`config.mk`:
```
export PLATFORM = sky130hd
export DESIGN_NAME = mem_port_arbiter
export DESIGN_NICKNAME = d
export VERILOG_FILES = /design/src/rtl/mem_port_arbiter_pkg.sv /design/src/rtl/mem_port_arbiter_rd_tag_pipe.sv /design/src/rtl/mem_port_arbiter.sv
export SDC_FILE = /design/constraint.sdc
export NUM_CORES = 1
export LEC_CHECK = 0
export CORE_MARGIN = 4
export CORE_UTILIZATION = 41
export CTS_CLUSTER_SIZE = 14
export DETAILED_ROUTE_END_ITERATION = 16
export PLACE_DENSITY = 0.9
export SLEW_MARGIN = 20
export SYNTH_ARGS = -nofsm -noshare
export SYNTH_HDL_FRONTEND = slang
export SYNTH_SLANG_ARGS = --single-unit
```
`constraint.sdc`:
```
create_clock -name clk -period 2.5 [get_ports clk]
set_input_delay 0.25 -clock clk [delete_from_list [all_inputs] [get_ports clk]]
set_output_delay 0.25 -clock clk [all_outputs]
set_load 0.05 [all_outputs]
```
`src/rtl/mem_port_arbiter_pkg.sv`:
```
// Shared types and helpers for the two-requester memory port arbiter.
package mem_arb_pkg;

  // Arbiter ownership state: free, or held by one requester for a burst.
  typedef enum logic [1:0] {
    IDLE   = 2'd0,
    LOCK_A = 2'd1,
    LOCK_B = 2'd2
  } arb_state_t;

  // Requester identifiers carried through the read-return pipeline.
  localparam logic ID_A = 1'b0;
  localparam logic ID_B = 1'b1;

  // One in-flight access slot: valid marks a read, id names its issuer.
  typedef struct packed {
    logic valid;
    logic id;
  } rd_tag_t;

  localparam rd_tag_t TAG_NONE = '{valid: 1'b0, id: 1'b0};

  localparam logic [15:0] CNT_MAX = 16'hFFFF;

  // Increment a 16-bit counter, sticking at all-ones instead of wrapping.
  function automatic logic [15:0] sat_inc16(input logic [15:0] v);
    if (v == CNT_MAX) begin
      return v;
    end else begin
      return v + 16'd1;
    end
  endfunction

endpackage

```
`src/rtl/mem_port_arbiter_rd_tag_pipe.sv`:
```
// Fixed-depth shift register that follows each access through the memory's
// read latency so returning data can be steered to its issuer.
module rd_tag_pipe
  import mem_arb_pkg::*;
#(
  parameter int DEPTH = 1
) (
  input  logic    clk,
  input  logic    rst_n,
  input  rd_tag_t tag_in,
  output rd_tag_t tag_out
);

  rd_tag_t stage_q [0:DEPTH-1];
  rd_tag_t stage_d [0:DEPTH-1];

  // Next stage contents: new tag enters at the head, the rest shift by one.
  always_comb begin
    stage_d[0] = tag_in;
    for (int i = 1; i < DEPTH; i++) begin
      stage_d[i] = stage_q[i-1];
    end
  end

  // Tag storage; reset discards every in-flight read.
  always_ff @(posedge clk or negedge rst_n) begin
    if (!rst_n) begin
      for (int i = 0; i < DEPTH; i++) begin
        stage_q[i] <= TAG_NONE;
      end
    end else begin
      for (int i = 0; i < DEPTH; i++) begin
        stage_q[i] <= stage_d[i];
      end
    end
  end

  assign tag_out = stage_q[DEPTH-1];

endmodule

```
`src/rtl/mem_port_arbiter.sv`:
```
// Shares one synchronous memory port between requester A (accelerator) and
// requester B (UART controller): round-robin by default, optional burst
// locking with a bounded starvation timeout, and read data returned to the
// requester that issued the read after the fixed memory latency.
module mem_port_arbiter
  import mem_arb_pkg::*;
#(
  parameter int ADDR_WIDTH   = 16,
  parameter int DATA_WIDTH   = 32,
  parameter int MEM_LATENCY  = 1,
  parameter int LOCK_TIMEOUT = 0
) (
  input  logic                  clk,
  input  logic                  rst_n,
  input  logic                  a_req,
  input  logic                  a_lock,
  input  logic                  a_we,
  input  logic [ADDR_WIDTH-1:0] a_addr,
  input  logic [DATA_WIDTH-1:0] a_wdata,
  output logic                  a_gnt,
  output logic                  a_rvalid,
  output logic [DATA_WIDTH-1:0] a_rdata,
  input  logic                  b_req,
  input  logic                  b_lock,
  input  logic                  b_we,
  input  logic [ADDR_WIDTH-1:0] b_addr,
  input  logic [DATA_WIDTH-1:0] b_wdata,
  output logic                  b_gnt,
  output logic                  b_rvalid,
  output logic [DATA_WIDTH-1:0] b_rdata,
  output logic                  mem_en,
  output logic                  mem_we,
  output logic [ADDR_WIDTH-1:0] mem_addr,
  output logic [DATA_WIDTH-1:0] mem_dw,
  input  logic [DATA_WIDTH-1:0] mem_dr,
  output logic [15:0]           conflict_cnt
);

  // A zero timeout means a lock may be held indefinitely.
  localparam logic        TIMEOUT_EN = (LOCK_TIMEOUT > 0);
  localparam logic [15:0] LOCK_LIMIT = 16'(LOCK_TIMEOUT);

  arb_state_t            state_q, state_d;
  logic                  last_winner_q, last_winner_d;
  logic [15:0]           lock_cnt_q, lock_cnt_d;
  logic [15:0]           conflict_cnt_q, conflict_cnt_d;
  logic [ADDR_WIDTH-1:0] addr_q, addr_d;
  logic [DATA_WIDTH-1:0] dw_q, dw_d;
  logic [DATA_WIDTH-1:0] a_rdata_q, a_rdata_d;
  logic [DATA_WIDTH-1:0] b_rdata_q, b_rdata_d;

  logic       rr_a_s, rr_b_s;
  logic       timeout_a_s, timeout_b_s;
  logic       arb_a_s, arb_b_s;
  logic       gnt_a_s, gnt_b_s;
  logic       we_s;
  arb_state_t idle_next_s;
  rd_tag_t    tag_in_s, tag_out_s;

  // Grant selection: round-robin when free, owner-only when locked, and the
  // waiting side forced through once a lock has starved it long enough.
  always_comb begin
    rr_a_s      = a_req && (!b_req || (last_winner_q == ID_B));
    rr_b_s      = b_req && !rr_a_s;
    timeout_a_s = TIMEOUT_EN && (lock_cnt_q == LOCK_LIMIT) && b_req;
    timeout_b_s = TIMEOUT_EN && (lock_cnt_q == LOCK_LIMIT) && a_req;

    if (rr_a_s && a_lock) begin
      idle_next_s = LOCK_A;
    end else if (rr_b_s && b_lock) begin
      idle_next_s = LOCK_B;
    end else begin
      idle_next_s = IDLE;
    end

    arb_a_s = 1'b0;
    arb_b_s = 1'b0;
    state_d = state_q;
    case (state_q)
      IDLE: begin
        arb_a_s = rr_a_s;
        arb_b_s = rr_b_s;
        state_d = idle_next_s;
      end
      LOCK_A: begin
        if (!a_lock) begin
          // Owner released the lock: this cycle is arbitrated as if free.
          arb_a_s = rr_a_s;
          arb_b_s = rr_b_s;
          state_d = idle_next_s;
        end else if (timeout_a_s) begin
          arb_b_s = 1'b1;
          state_d = IDLE;
        end else begin
          arb_a_s = a_req;
          state_d = LOCK_A;
        end
      end
      LOCK_B: begin
        if (!b_lock) begin
          arb_a_s = rr_a_s;
          arb_b_s = rr_b_s;
          state_d = idle_next_s;
        end else if (timeout_b_s) begin
          arb_a_s = 1'b1;
          state_d = IDLE;
        end else begin
          arb_b_s = b_req;
          state_d = LOCK_B;
        end
      end
      default: begin
        arb_a_s = 1'b0;
        arb_b_s = 1'b0;
        state_d = IDLE;
      end
    endcase

    // Grants are suppressed while reset is asserted so the port stays quiet.
    gnt_a_s = arb_a_s && rst_n;
    gnt_b_s = arb_b_s && rst_n;
  end

  // Lock-duration counter: counts locked cycles in which the other side waits.
  always_comb begin
    if ((state_q == LOCK_A) && (state_d == LOCK_A) && b_req) begin
      lock_cnt_d = sat_inc16(lock_cnt_q);
    end else if ((state_q == LOCK_B) && (state_d == LOCK_B) && a_req) begin
      lock_cnt_d = sat_inc16(lock_cnt_q);
    end else begin
      lock_cnt_d = 16'd0;
    end
  end

  // Memory port mux and winner bookkeeping; address/data hold when idle.
  always_comb begin
    if (gnt_a_s) begin
      we_s          = a_we;
      addr_d        = a_addr;
      dw_d          = a_wdata;
      last_winner_d = ID_A;
    end else if (gnt_b_s) begin
      we_s          = b_we;
      addr_d        = b_addr;
      dw_d          = b_wdata;
      last_winner_d = ID_B;
    end else begin
      we_s          = 1'b0;
      addr_d        = addr_q;
      dw_d          = dw_q;
      last_winner_d = last_winner_q;
    end

    a_gnt    = gnt_a_s;
    b_gnt    = gnt_b_s;
    mem_en   = gnt_a_s || gnt_b_s;
    mem_we   = we_s;
    mem_addr = addr_d;
    mem_dw   = dw_d;

    tag_in_s.valid = (gnt_a_s || gnt_b_s) && !we_s;
    tag_in_s.id    = gnt_b_s ? ID_B : ID_A;
  end

  rd_tag_pipe #(
    .DEPTH (MEM_LATENCY)
  ) u_rd_tag_pipe (
    .clk     (clk),
    .rst_n   (rst_n),
    .tag_in  (tag_in_s),
    .tag_out (tag_out_s)
  );

  // Read return: steer mem_dr to the issuer; the other side keeps its data.
  always_comb begin
    a_rvalid = tag_out_s.valid && (tag_out_s.id == ID_A);
    b_rvalid = tag_out_s.valid && (tag_out_s.id == ID_B);

    if (a_rvalid) begin
      a_rdata_d = mem_dr;
    end else begin
      a_rdata_d = a_rdata_q;
    end

    if (b_rvalid) begin
      b_rdata_d = mem_dr;
    end else begin
      b_rdata_d = b_rdata_q;
    end

    a_rdata = a_rdata_d;
    b_rdata = b_rdata_d;
  end

  // Conflict counter: any cycle with a pending, ungranted request.
  always_comb begin
    if ((a_req && !gnt_a_s) || (b_req && !gnt_b_s)) begin
      conflict_cnt_d = sat_inc16(conflict_cnt_q);
    end else begin
      conflict_cnt_d = conflict_cnt_q;
    end
    conflict_cnt = conflict_cnt_q;
  end

  // Arbiter state; B is recorded as last winner so A takes the first tie.
  always_ff @(posedge clk or negedge rst_n) begin
    if (!rst_n) begin
      state_q        <= IDLE;
      last_winner_q  <= ID_B;
      lock_cnt_q     <= 16'd0;
      conflict_cnt_q <= 16'd0;
      addr_q         <= {ADDR_WIDTH{1'b0}};
      dw_q           <= {DATA_WIDTH{1'b0}};
      a_rdata_q      <= {DATA_WIDTH{1'b0}};
      b_rdata_q      <= {DATA_WIDTH{1'b0}};
    end else begin
      state_q        <= state_d;
      last_winner_q  <= last_winner_d;
      lock_cnt_q     <= lock_cnt_d;
      conflict_cnt_q <= conflict_cnt_d;
      addr_q         <= addr_d;
      dw_q           <= dw_d;
      a_rdata_q      <= a_rdata_d;
      b_rdata_q      <= b_rdata_d;
    end
  end

endmodule

```
==> summary.json <==
{
  "drt": {
    "drt-initial-drc-count": 216,
    "drt_pre_antenna_iters": 4,
    "route.final.wire_length_um": 21030,
    "route.antenna.remaining_nets": 0,
    "avgRoutedWirePerCell_um": 22.25,
    "vias_per_cell": 5.238,
    "vias": 4950,
    "drc": 0
  },
  "finish": {
    "finish.instance_area_um2": 10860,
    "num_antenna_cells": 0,
    "final_layout_size_suffix_gt1_share_pct": 46.42,
    "area_growth_syn_to_layout_pct": 89.69,
    "nets": 893,
    "finish.utilization_pct": 80.75,
    "final_instance_count_without_filler_cells": 945
  },
  "yosys": {
    "synth.cell_area_um2": 5727,
    "postSynthCellCount": 451,
    "dominantRegCellSynth": "sky130_fd_sc_hd__dfrtp_1",
    "mappedNetlistNets": 588,
    "avgSynthCellArea_um2": 12.70,
    "synth-edff-count": 0,
    "synth_sequential_area_ratio_pct": 58.14,
    "yosys_register_bits": 133,
    "async_reset_ff_share_pct": 100.0,
    "post_synth_num_cell_types": 43,
    "yosys_warnings": 0
  },
  "die": {
    "io_pins": 270,
    "fp.dieW_um": 126.2,
    "die_height_um": 126.2,
    "core_area_um2": 13450,
    "design.die.area_um2": 15920,
    "initial_core_util_pct": 42.57,
    "placement_rows": 42
  },
  "power_and_ir_drop": {
    "power.leakage_nw": 4.560,
    "max-vdd-ir-drop_v": 0.0008037,
    "total_power_mw": 14.71,
    "power.density_nw_per_um2": 1355
  },
  "critical_path": {
    "timing.critical_path.to_type": "output port",
    "cpMostUsedCell": "sky130_fd_sc_hd__buf_12",
    "critical_path.top_delay_family": "buffers and inverters",
    "arrival_time_worst_endpoint_ns": 2.37,
    "critPathKind": "flop to output port",
    "slowest_stage": "sky130_fd_sc_hd__dfrtp_2",
    "startpoint_class_of_the_critical_path": "flop",
    "critPathMaxFanout": 20,
    "crit_buf_inv": 4,
    "cpPeakStageDelay_ns": 0.47,
    "timing.critical_path.cells": "a21boi_1, and3_4, o21ai_4, buf_12, buf_16, nor2_1, a21oi_1, buf_4, buf_12",
    "worst-endpoint-required_ns": 2.25
  },
  "grt": {
    "grt_overflow_total": 0,
    "grt_start_max_net_pins": 83,
    "grt_pass1_wl_um": 29690,
    "grt_pass1_vias": 5450,
    "antenna_found_initial": 0,
    "track_usage_pct": 23.63
  },
  "clock_network": {
    "clock_sinks": 133,
    "htree_levels": 4,
    "cts_root_buf": "sky130_fd_sc_hd__clkbuf_16",
    "tritoncts_clock_tree": "built",
    "clkSlewWorstSetupHoldPaths_ns": 0.06,
    "clock_latency_ns": 0.42,
    "cts_made_buffers": 17,
    "clock_path_buffers": 2
  },
  "placement": {
    "pre_cts_ws_ns": -0.06404,
    "hpwl_detailed_um": 13840,
    "count_of_placed_standard_cells_including_taps": 889,
    "port-buffer-count": 269,
    "dpl_cell_area_um2": 9584,
    "placer_congestion_estimate": 0.8818
  },
  "flow_run": {
    "max_cap_violations": 0
  },
  "timing": {
    "sum_of_negative_setup_slack_ns": -1.158,
    "max_slew.worst_pin.slew_ns": 0.7253,
    "final-max-slew-violation-count": 0,
    "slew-limit-headroom_pct": 51.65,
    "grt_setup_unrepaired": "yes",
    "clock.fmax_ghz": 0.3823,
    "finalSetupViolCount": 33,
    "period_needed_ns": 2.616,
    "timing.final.crit_share_pct": 104.6,
    "hold_violation_count_in_the_final_report": 0,
    "hold_slack_ns": 0.2339,
    "fin_skew_ns": 0.009376,
    "minimum_setup_slack_in_the_final_design_ns": -0.1159
  },
  "run_status": {
    "violations": "setup timing",
    "run_status": "finished, violations left"
  },
  "worst_hold_path": {
    "holdCritPathClass": "input pin to asynchronous set/reset pin"
  }
}
## final cells by class
class | count | area, um^2
clock buffer | 19 | 442.9
clock inverter | 13 | 180.2
fill | 692 | 2590
inverter | 7 | 26.28
multi-input combinational | 287 | 2724
sequential | 133 | 3332
tap | 176 | 220.2
timing repair buffer | 310 | 3938
## Yosys cell counts, drive strengths merged, types with 4 or more instances
cell	count	area (um^2)
a21oi	50	250.2
nor4	8	75.07
nor3	4	20.02
inv	7	26.28
xor2	14	122.6
nor2	56	227.7
clkbuf	11	41.29
buf	13	123.9
dfrtp	132	3303
mux2	65	732.0
mux2i	48	480.5
nand2	12	45.04
## report_power, final
| group | internal, mW | switching [mW] | total (mW) |
|---|---|---|---|
| Sequential | 3.00 | 0.394 | 3.39 |
| Combinational | 3.74 | 4.95 | 8.69 |
| Clock | 1.69 | 0.942 | 2.63 |
| Total | 8.43 | 6.28 | 14.7 |
## cells by family (layout without fill, tap and decap cells)
logic type               Yosys count  count (layout)  synth area share (%)
adder cells (fa/ha/maj)            1               1                0.2184
buffers and inverters             31             349                 3.343
XOR/XNOR                          15              15                 2.294
AO/OA/AOI/OAI                     59              59                 6.118
multiplexers                     113             113                 21.17
flip-flops                       133             133                 58.14
AND/OR/NAND/NOR                   99              99                 8.718
## sequential cells by signal, indices dropped and copies added (netlist names)
| name | count |
|---|---|
| state_q | 2 |
| dw_q | 32 |
| last_winner_q | 1 |
| u_rd_tag_pipe.tag_out | 2 |
| conflict_cnt | 16 |
| b_rdata_q | 32 |
| a_rdata_q | 32 |
| addr_q | 16 |
## worst register-to-register path: cells and delay by family, from the launching register on
kind                     cells  cell delay [ns]
adder cells (fa/ha/maj)      1             0.23
AND/OR/NAND/NOR              4             1.13
multiplexers                 1             0.32
flip-flops                   1             0.42
## path summary, 6_finish.rpt
check,endpoint,from,depth (start not counted),slack (ns)
worst max register to register,conflict_cnt[1],conflict_cnt[0],6,0.28
worst min-delay path,state_q[1],rst_n,2,0.23
max in group asynchronous,b_rdata_q[21],rst_n,3,1.35
min in group clk,u_rd_tag_pipe.tag_out[1],b_we,2,0.48
worst max-delay path,mem_addr[15],state_q[1],9,-0.12
worst min register to register,conflict_cnt[10],conflict_cnt[10],1,0.50
## metal layers
| metal | vias to the layer above | global-route usage [%] | share of wire (%) |
|---|---|---|---|
| li1 | 2195 | - | - |
| met5 | - | 0 | 0 |
| met1 | 2461 | 25.31 | 36 |
| met3 | 65 | 6.901 | 6.1 |
| met2 | 229 | 43.26 | 54 |
| met4 | 0 | 9.968 | 4.0 |
## timing repair
item | 4_1_cts | 5_1_grt
buffers inserted | 3 | 15
hold buffers | 1 | 0
endpoints found under the setup margin | 48 | 48
resized for setup | 6 | 69
hold endpoints to repair | 2 | 0
gates cloned | 1 | 4
pin swaps | 3 | 20
## cell usage in the layout, fill, tap and decap left out, types with 2 or more instances in the layout
| cell | count |
|---|---|
| sky130_fd_sc_hd__o21ai_4 | 2 |
| sky130_fd_sc_hd__nor3b_1 | 2 |
| sky130_fd_sc_hd__mux2i_4 | 10 |
| sky130_fd_sc_hd__clkinv_2 | 4 |
| sky130_fd_sc_hd__clkdlybuf4s50_1 | 150 |
| sky130_fd_sc_hd__a21oi_2 | 36 |
| sky130_fd_sc_hd__mux2_2 | 64 |
| sky130_fd_sc_hd__clkinvlp_4 | 3 |
| sky130_fd_sc_hd__buf_16 | 3 |
| sky130_fd_sc_hd__nand2_1 | 11 |
| sky130_fd_sc_hd__nor2_1 | 47 |
| sky130_fd_sc_hd__nor2_4 | 2 |
| sky130_fd_sc_hd__inv_1 | 7 |
| sky130_fd_sc_hd__dfrtp_2 | 2 |
| sky130_fd_sc_hd__mux2i_2 | 17 |
| sky130_fd_sc_hd__nor4_2 | 4 |
| sky130_fd_sc_hd__nor4_1 | 3 |
| sky130_fd_sc_hd__xor2_1 | 14 |
| sky130_fd_sc_hd__nor2_2 | 7 |
| sky130_fd_sc_hd__nand3_1 | 3 |
| sky130_fd_sc_hd__buf_4 | 60 |
| sky130_fd_sc_hd__nor3_1 | 4 |
| sky130_fd_sc_hd__nand4_1 | 3 |
| sky130_fd_sc_hd__clkbuf_16 | 20 |
| sky130_fd_sc_hd__dfrtp_1 | 130 |
| sky130_fd_sc_hd__a21oi_1 | 3 |
| sky130_fd_sc_hd__buf_12 | 88 |
| sky130_fd_sc_hd__a21oi_4 | 11 |
| sky130_fd_sc_hd__bufinv_16 | 4 |
| sky130_fd_sc_hd__mux2i_1 | 21 |
| sky130_fd_sc_hd__buf_6 | 5 |
Note: power is estimated with default switching activity, not from simulation.
